==> config.mk <==
export PLATFORM = sky130hd
export DESIGN_NAME = bird_physics
export DESIGN_NICKNAME = d
export VERILOG_FILES = /design/src/rtl/flappy_pkg.sv /design/src/rtl/frame_divider.sv /design/src/rtl/bird_physics.sv
export SDC_FILE = /design/constraint.sdc
export NUM_CORES = 1
export LEC_CHECK = 0
export ABC_AREA = 1
export CAP_MARGIN = 20
export CORE_MARGIN = 2
export CORE_UTILIZATION = 50
export CTS_BUF_LIST = sky130_fd_sc_hd__clkbuf_4
export DETAILED_ROUTE_END_ITERATION = 10
export PLACE_DENSITY = 0.71
export SYNTH_ARGS = -nofsm -noshare
export SYNTH_HDL_FRONTEND = slang
export SYNTH_SLANG_ARGS = --single-unit
==> constraint.sdc <==
create_clock -name clk -period 4.4 [get_ports clk]
set_input_delay 0.88 -clock clk [delete_from_list [all_inputs] [get_ports clk]]
set_output_delay 0.88 -clock clk [all_outputs]
set_load 0.03 [all_outputs]
==> src/rtl/flappy_pkg.sv <==
// Shared game-wide definitions used by bird_physics, game_controller and
// any other block that needs the screen geometry or the game state encoding.
package flappy_pkg;

  // Game state as driven by game_controller; 2'b11 is never produced and
  // consumers treat it like GAME_OVER.
  typedef enum logic [1:0] {
    IDLE      = 2'b00,
    PLAYING   = 2'b01,
    GAME_OVER = 2'b10
  } game_state_t;

  localparam int SCREEN_HEIGHT = 480;
  localparam int BIRD_HEIGHT   = 20;
  localparam int BIRD_X        = 100;

  // Bits needed to address a screen row.
  localparam int CORDH = $clog2(SCREEN_HEIGHT);

endpackage

==> src/rtl/frame_divider.sv <==
// Free-running divider that produces a one-cycle tick every TICK_DIV clocks.
// The counter is parked at zero while disabled, so the first tick after
// enabling always arrives exactly TICK_DIV cycles later. The tick output is
// combinational on the terminal count so the consumer can act in that cycle.
module frame_divider #(
  parameter int TICK_DIV = 833333
) (
  input  logic clk,
  input  logic reset,
  input  logic enable,
  output logic tick
);

  localparam int CW = (TICK_DIV > 1) ? $clog2(TICK_DIV) : 1;
  localparam logic [CW-1:0] LAST = CW'(TICK_DIV - 1);

  logic [CW-1:0] count;

  // Count 0..TICK_DIV-1 and wrap; hold at zero when disabled or in reset.
  always_ff @(posedge clk) begin
    if (!reset) begin
      count <= '0;
    end else if (!enable) begin
      count <= '0;
    end else if (count == LAST) begin
      count <= '0;
    end else begin
      count <= count + 1'b1;
    end
  end

  assign tick = enable && (count == LAST);

endmodule

==> src/rtl/bird_physics.sv <==
// Vertical motion of the bird: gravity, flap impulses and screen clamping,
// stepped once per physics frame while the game is PLAYING.
module bird_physics #(
  parameter int SCREEN_HEIGHT = flappy_pkg::SCREEN_HEIGHT,
  parameter int BIRD_HEIGHT   = flappy_pkg::BIRD_HEIGHT,
  parameter int START_Y       = 240,
  parameter int TICK_DIV      = 833333,
  parameter int GRAVITY       = 1,
  parameter int FLAP_VEL      = -8,
  parameter int MAX_FALL_VEL  = 10
) (
  input  logic              clk,
  input  logic              reset,
  input  logic [1:0]        state,
  input  logic              flap_button,
  output logic [9:0]        bird_y,
  output logic signed [5:0] velocity,
  output logic              frame_tick,
  output logic              hit_floor,
  output logic              hit_ceiling
);

  import flappy_pkg::*;

  localparam int Y_MAX = SCREEN_HEIGHT - BIRD_HEIGHT;

  // Motion math is done at 12 bits signed so that an upward step from near
  // the top can go negative and a downward step can overshoot Y_MAX.
  localparam logic signed [11:0] Y_MAX_S    = 12'(Y_MAX);
  localparam logic signed [11:0] FLAP_S     = 12'(FLAP_VEL);
  localparam logic signed [11:0] GRAVITY_S  = 12'(GRAVITY);
  localparam logic signed [11:0] MAX_FALL_S = 12'(MAX_FALL_VEL);

  game_state_t       mode;
  logic              flap_prev;
  logic              flap_pending;
  logic              flap_pulse;
  logic              update;
  logic signed [11:0] vel_ext;
  logic signed [11:0] vel_inc;
  logic signed [11:0] v_new;
  logic signed [11:0] y_new;

  // Fold the raw 2-bit state onto the three game states; the unused code
  // behaves like GAME_OVER.
  always_comb begin
    mode = GAME_OVER;
    case (state)
      2'b00:   mode = IDLE;
      2'b01:   mode = PLAYING;
      default: mode = GAME_OVER;
    endcase
  end

  assign flap_pulse = flap_button & ~flap_prev;

  // Counter runs in PLAYING and GAME_OVER, parked in IDLE.
  frame_divider #(
    .TICK_DIV(TICK_DIV)
  ) u_frame_divider (
    .clk   (clk),
    .reset (reset),
    .enable(mode != IDLE),
    .tick  (update)
  );

  // Candidate velocity and position for this frame; a flap arriving in the
  // update cycle itself counts as pending.
  always_comb begin
    vel_ext = {{6{velocity[5]}}, velocity};
    vel_inc = vel_ext + GRAVITY_S;
    v_new   = vel_inc;
    if (flap_pending || flap_pulse) begin
      v_new = FLAP_S;
    end else if (vel_inc > MAX_FALL_S) begin
      v_new = MAX_FALL_S;
    end
    y_new = $signed({2'b00, bird_y}) + v_new;
  end

  // Per-state register updates; frame_tick and hit_ceiling are strobes that
  // default low every cycle.
  always_ff @(posedge clk) begin
    if (!reset) begin
      bird_y       <= 10'(START_Y);
      velocity     <= '0;
      frame_tick   <= 1'b0;
      hit_floor    <= 1'b0;
      hit_ceiling  <= 1'b0;
      flap_prev    <= 1'b0;
      flap_pending <= 1'b0;
    end else begin
      flap_prev   <= flap_button;
      frame_tick  <= 1'b0;
      hit_ceiling <= 1'b0;
      case (mode)
        IDLE: begin
          bird_y       <= 10'(START_Y);
          velocity     <= '0;
          flap_pending <= 1'b0;
          hit_floor    <= 1'b0;
        end
        PLAYING: begin
          if (update) begin
            flap_pending <= 1'b0;
            frame_tick   <= 1'b1;
            if (y_new < 12'sd0) begin
              bird_y      <= '0;
              velocity    <= '0;
              hit_ceiling <= 1'b1;
              hit_floor   <= 1'b0;
            end else if (y_new > Y_MAX_S) begin
              bird_y    <= 10'(Y_MAX);
              velocity  <= '0;
              hit_floor <= 1'b1;
            end else begin
              bird_y    <= y_new[9:0];
              velocity  <= v_new[5:0];
              hit_floor <= 1'b0;
            end
          end else if (flap_pulse) begin
            flap_pending <= 1'b1;
          end
        end
        default: begin
          flap_pending <= 1'b0;
        end
      endcase
    end
  end

endmodule

==> summary.txt <==
Power
  • Gate power share: 18.9%
  • Sw frac: between 30 and 40%
  • Pleak: 1.28 nW
  • Power per cell area: 234 nW/µm²
  • Clock power frac: between 20% and 30%
  • NetSw: ~0.00023 W
  • Int Power: 0.000481 W
  • Maximum vdd drop: 0.134 mV
  • Flop pwr share: 53.4%

STA
  • Relative slew slack: 62.9%
  • Final Skew: 0.00986 ns
  • Tmin final: approximately 3.6 ns
  • Final Hold Vio Count: 0
  • Final TNS setup: 0 ns
  • Max Fclk: 275 MHz
  • RSZ-0062 raised after global routing: no
  • Slew Limit Fails: 0
  • Final setup viols: 0
  • Final period util: 82.6%
  • Worst slew pin tran: 0.555 ns

Place
  • DP Area: 2960 µm²
  • Final Wtd Congestion: 0.934
  • Port Buffers: 23
  • Placed cell count: 479
  • Placed wire-length estimate: 4560 µm

Worst setup path
  • RR Startpoint: velocity[0]$_SDFFE_PN0P_
  • Setup crit end kind: flop
  • CP startpoint kind: input port
  • Crit path DAT: 3.90 ns
  • Reg-to-reg critical path endpoint: bird_y[6]$_SDFFE_PN1P_
  • Kind of critical path: input port to flop
  • Reg2reg path depth: 25
  • Register-to-register setup slack: ~0.89 ns
  • CP max FO: 11
  • WP data required: about 4.7 ns

Logic synthesis
  • Synth Net Count: 412
  • Commonest cells post-synth: nand2_1, inv_1, dfxtp_1
  • Dominant cell type by area after synthesis: dfxtp_1
  • EDFF count, synth: 0
  • Synth Flop Type: dfxtp_1
  • Synth warnings: 0
  • Cell variety after synth: 36
  • Most common cell in the netlist: nand2_1
  • Sequential share of the synthesized area: 30.6%
  • Mean Syn Cell Area: 6.86 µm²
  • Synth area leaders: dfxtp_1, nand2_1, inv_1
  • FF+latch count, synth: 41
  • Mapped Cells: 391
  • Post-synth top area share: 30.6%
  • Mapped cell area: 2680 µm²
  • Post-synth ARST share: 0%

Route
  • Detailed Route WL: about 5900 µm
  • DRC: 0
  • DRT antenna net count: 0
  • Total number of vias: ~2,500
  • Iteration-0 DRC Markers: roughly 180
  • Drt wl/cell: 12.1 µm
  • Via/cell ratio: 5.09
  • Drt pass-1 iters: 4

Die
  • I/O Pins: 24
  • Die height: between 70 and 80 µm
  • Die area: 5960 µm²
  • Initial Util: 52.2%
  • Die width: 77.2 µm
  • Core Box Area: ~5100 µm²
  • FP Rows: 26

Finish
  • Layout cells sized above 1: 10.8%
  • Antenna Cells: 0
  • Design Area, Final: 3020 µm²
  • Area growth, synth to finish: 12.7%
  • Post-Layout Cell Count: 488
  • Finished Core Util: between 50% and 60%
  • Final net count: between 400 and 500

Global route
  • Global-route wire length before repair: 10,500 µm
  • Antenna violations before repair: 0
  • Vias in the first global route: 2,368
  • Global Route Usage Sum: 21.4%
  • GRT Residual Overflow: 0
  • Largest net degree at the start of global routing: 15

Clock network
  • Post-CTS Setup Bufs: 0
  • Num CTS Buffers: 5
  • Cts hold-fix bufs: 0
  • Resized cells post-CTS: 0
  • H-tree depth: 2
  • CTS Root Buffer Type: clkbuf_4
  • Clk sinks: 41
  • Clock tree buffer depth: 2
  • CTS tree: yes
  • Clock Latency Late Sink: 0.36 ns
  • Clk slew on worst S/H paths: 0.12 ns

Min path
  • Hold Path Class: flop to flop
  • Endpoint, Worst Hold: u_frame_divider.count[0]$_SDFF_PP0_
  • Hold path depth: 1
  • Hold Crit Start: u_frame_divider.count[0]$_SDFF_PP0_

Run status
  • Status: finished, final reports clean

Flow run
  • Max-cap viol count: 0
## worst max-delay path, stage by stage
cell and delay [ns]:
clkdlybuf4s50_1 0.44, a21oi_2 0.30, inv_1 0.12, nor3_1 0.26, ha_1 0.23, inv_1 0.06
fa_1 0.37, inv_1 0.10, nand4_1 0.15, nand2_2 0.12, nand2_1 0.07, nand3_1 0.07
nand2_1 0.08, nand4_1 0.10, buf_4 0.18, nand2_1 0.10, nand2_1 0.12, nand2_1 0.06
nand2_1 0.05, nand2_1 0.05
## metrics by stage
step                      worst slack, ns  hold WS, ns  total power, W
after floorplan                      1.20        0.417        0.000491
after global placement              0.559        0.437        0.000516
after detailed placement            0.393        0.443        0.000517
after CTS                           0.776        0.463        0.000709
after global routing                0.483        0.501        0.000744
final                               0.766        0.457        0.000707
## cell families after synthesis
logic type | Yosys count | share of synthesized area (%)
and+or+nand+nor | 202 | 37.4
xor gates and xnor gates | 2 | 0.653
DFF | 41 | 30.6
adders and majority gates | 16 | 7.75
AOI/OAI and AO/OA | 58 | 12.6
buffers and inverters | 72 | 10.9
## power by group through the flow
| stage | Sequential, W | Combinational (W) | Clock [W] |
|---|---|---|---|
| detailed placement | 0.000386 | 0.000131 | 0 |
| global placement | 0.000386 | 0.000130 | 0 |
| global route | 0.000378 | 0.000152 | 0.000214 |
| finish | 0.000378 | 0.000134 | 0.000196 |
| CTS | 0.000378 | 0.000132 | 0.000200 |
| floorplan | 0.000388 | 0.000103 | 0 |
## sequential cells by signal (all words and copies together) (netlist names)
register               cells
hit_ceiling                1
bird_y                    10
flap_prev                  1
hit_floor                  1
velocity                   6
frame_tick                 1
u_frame_divider.count     20
flap_pending               1
## worst max path at each step
stage	start	to	slack, ns	cells after the start
2_1_floorplan	velocity[1]$_SDFFE_PN0P_	bird_y[3]$_SDFFE_PN0P_	1.20	24
3_3_place_gp	flap_button	bird_y[6]$_SDFFE_PN1P_	0.56	20
3_5_place_dp	flap_button	bird_y[6]$_SDFFE_PN1P_	0.39	20
4_1_cts	flap_button	bird_y[6]$_SDFFE_PN1P_	0.78	20
5_1_grt	flap_button	bird_y[6]$_SDFFE_PN1P_	0.48	20
6_report	flap_button	bird_y[6]$_SDFFE_PN1P_	0.77	20
## area by class of cell
type	count	area, µm²
sequential	41	821
timing repair buffer	25	245
tap	70	87.6
multi-input combinational	278	1570
clock buffer	5	37.5
clock inverter	3	16.3
inverter	66	248
fill	520	2120
## placed cells by master (no fill, tap or decap), types with 3 or more instances in the layout
master	count
clkdlybuf4s50_1	23
nand2_4	3
inv_1	66
nand3_1	16
nand2_1	96
o21ai_1	3
ha_1	15
clkbuf_4	5
dfxtp_1	41
a21oi_1	31
nor3_1	9
a21oi_2	3
nor3_2	3
o21a_1	3
nand2_2	13
nor3b_1	4
nand4_1	17
o21ai_0	11
nand3_2	6
nor2_1	26
## layer usage
| metal | global-route usage [%] | vias up | part of all wire [%] |
|---|---|---|---|
| li1 | - | 1313 | - |
| met1 | 28.7 | 1124 | 50 |
| met2 | 35.5 | 42 | 46 |
| met3 | 3.18 | 7 | 2.8 |
| met4 | 6.43 | 0 | 1.3 |
| met5 | 0 | - | 0 |
(Power assumes the default switching activity.)
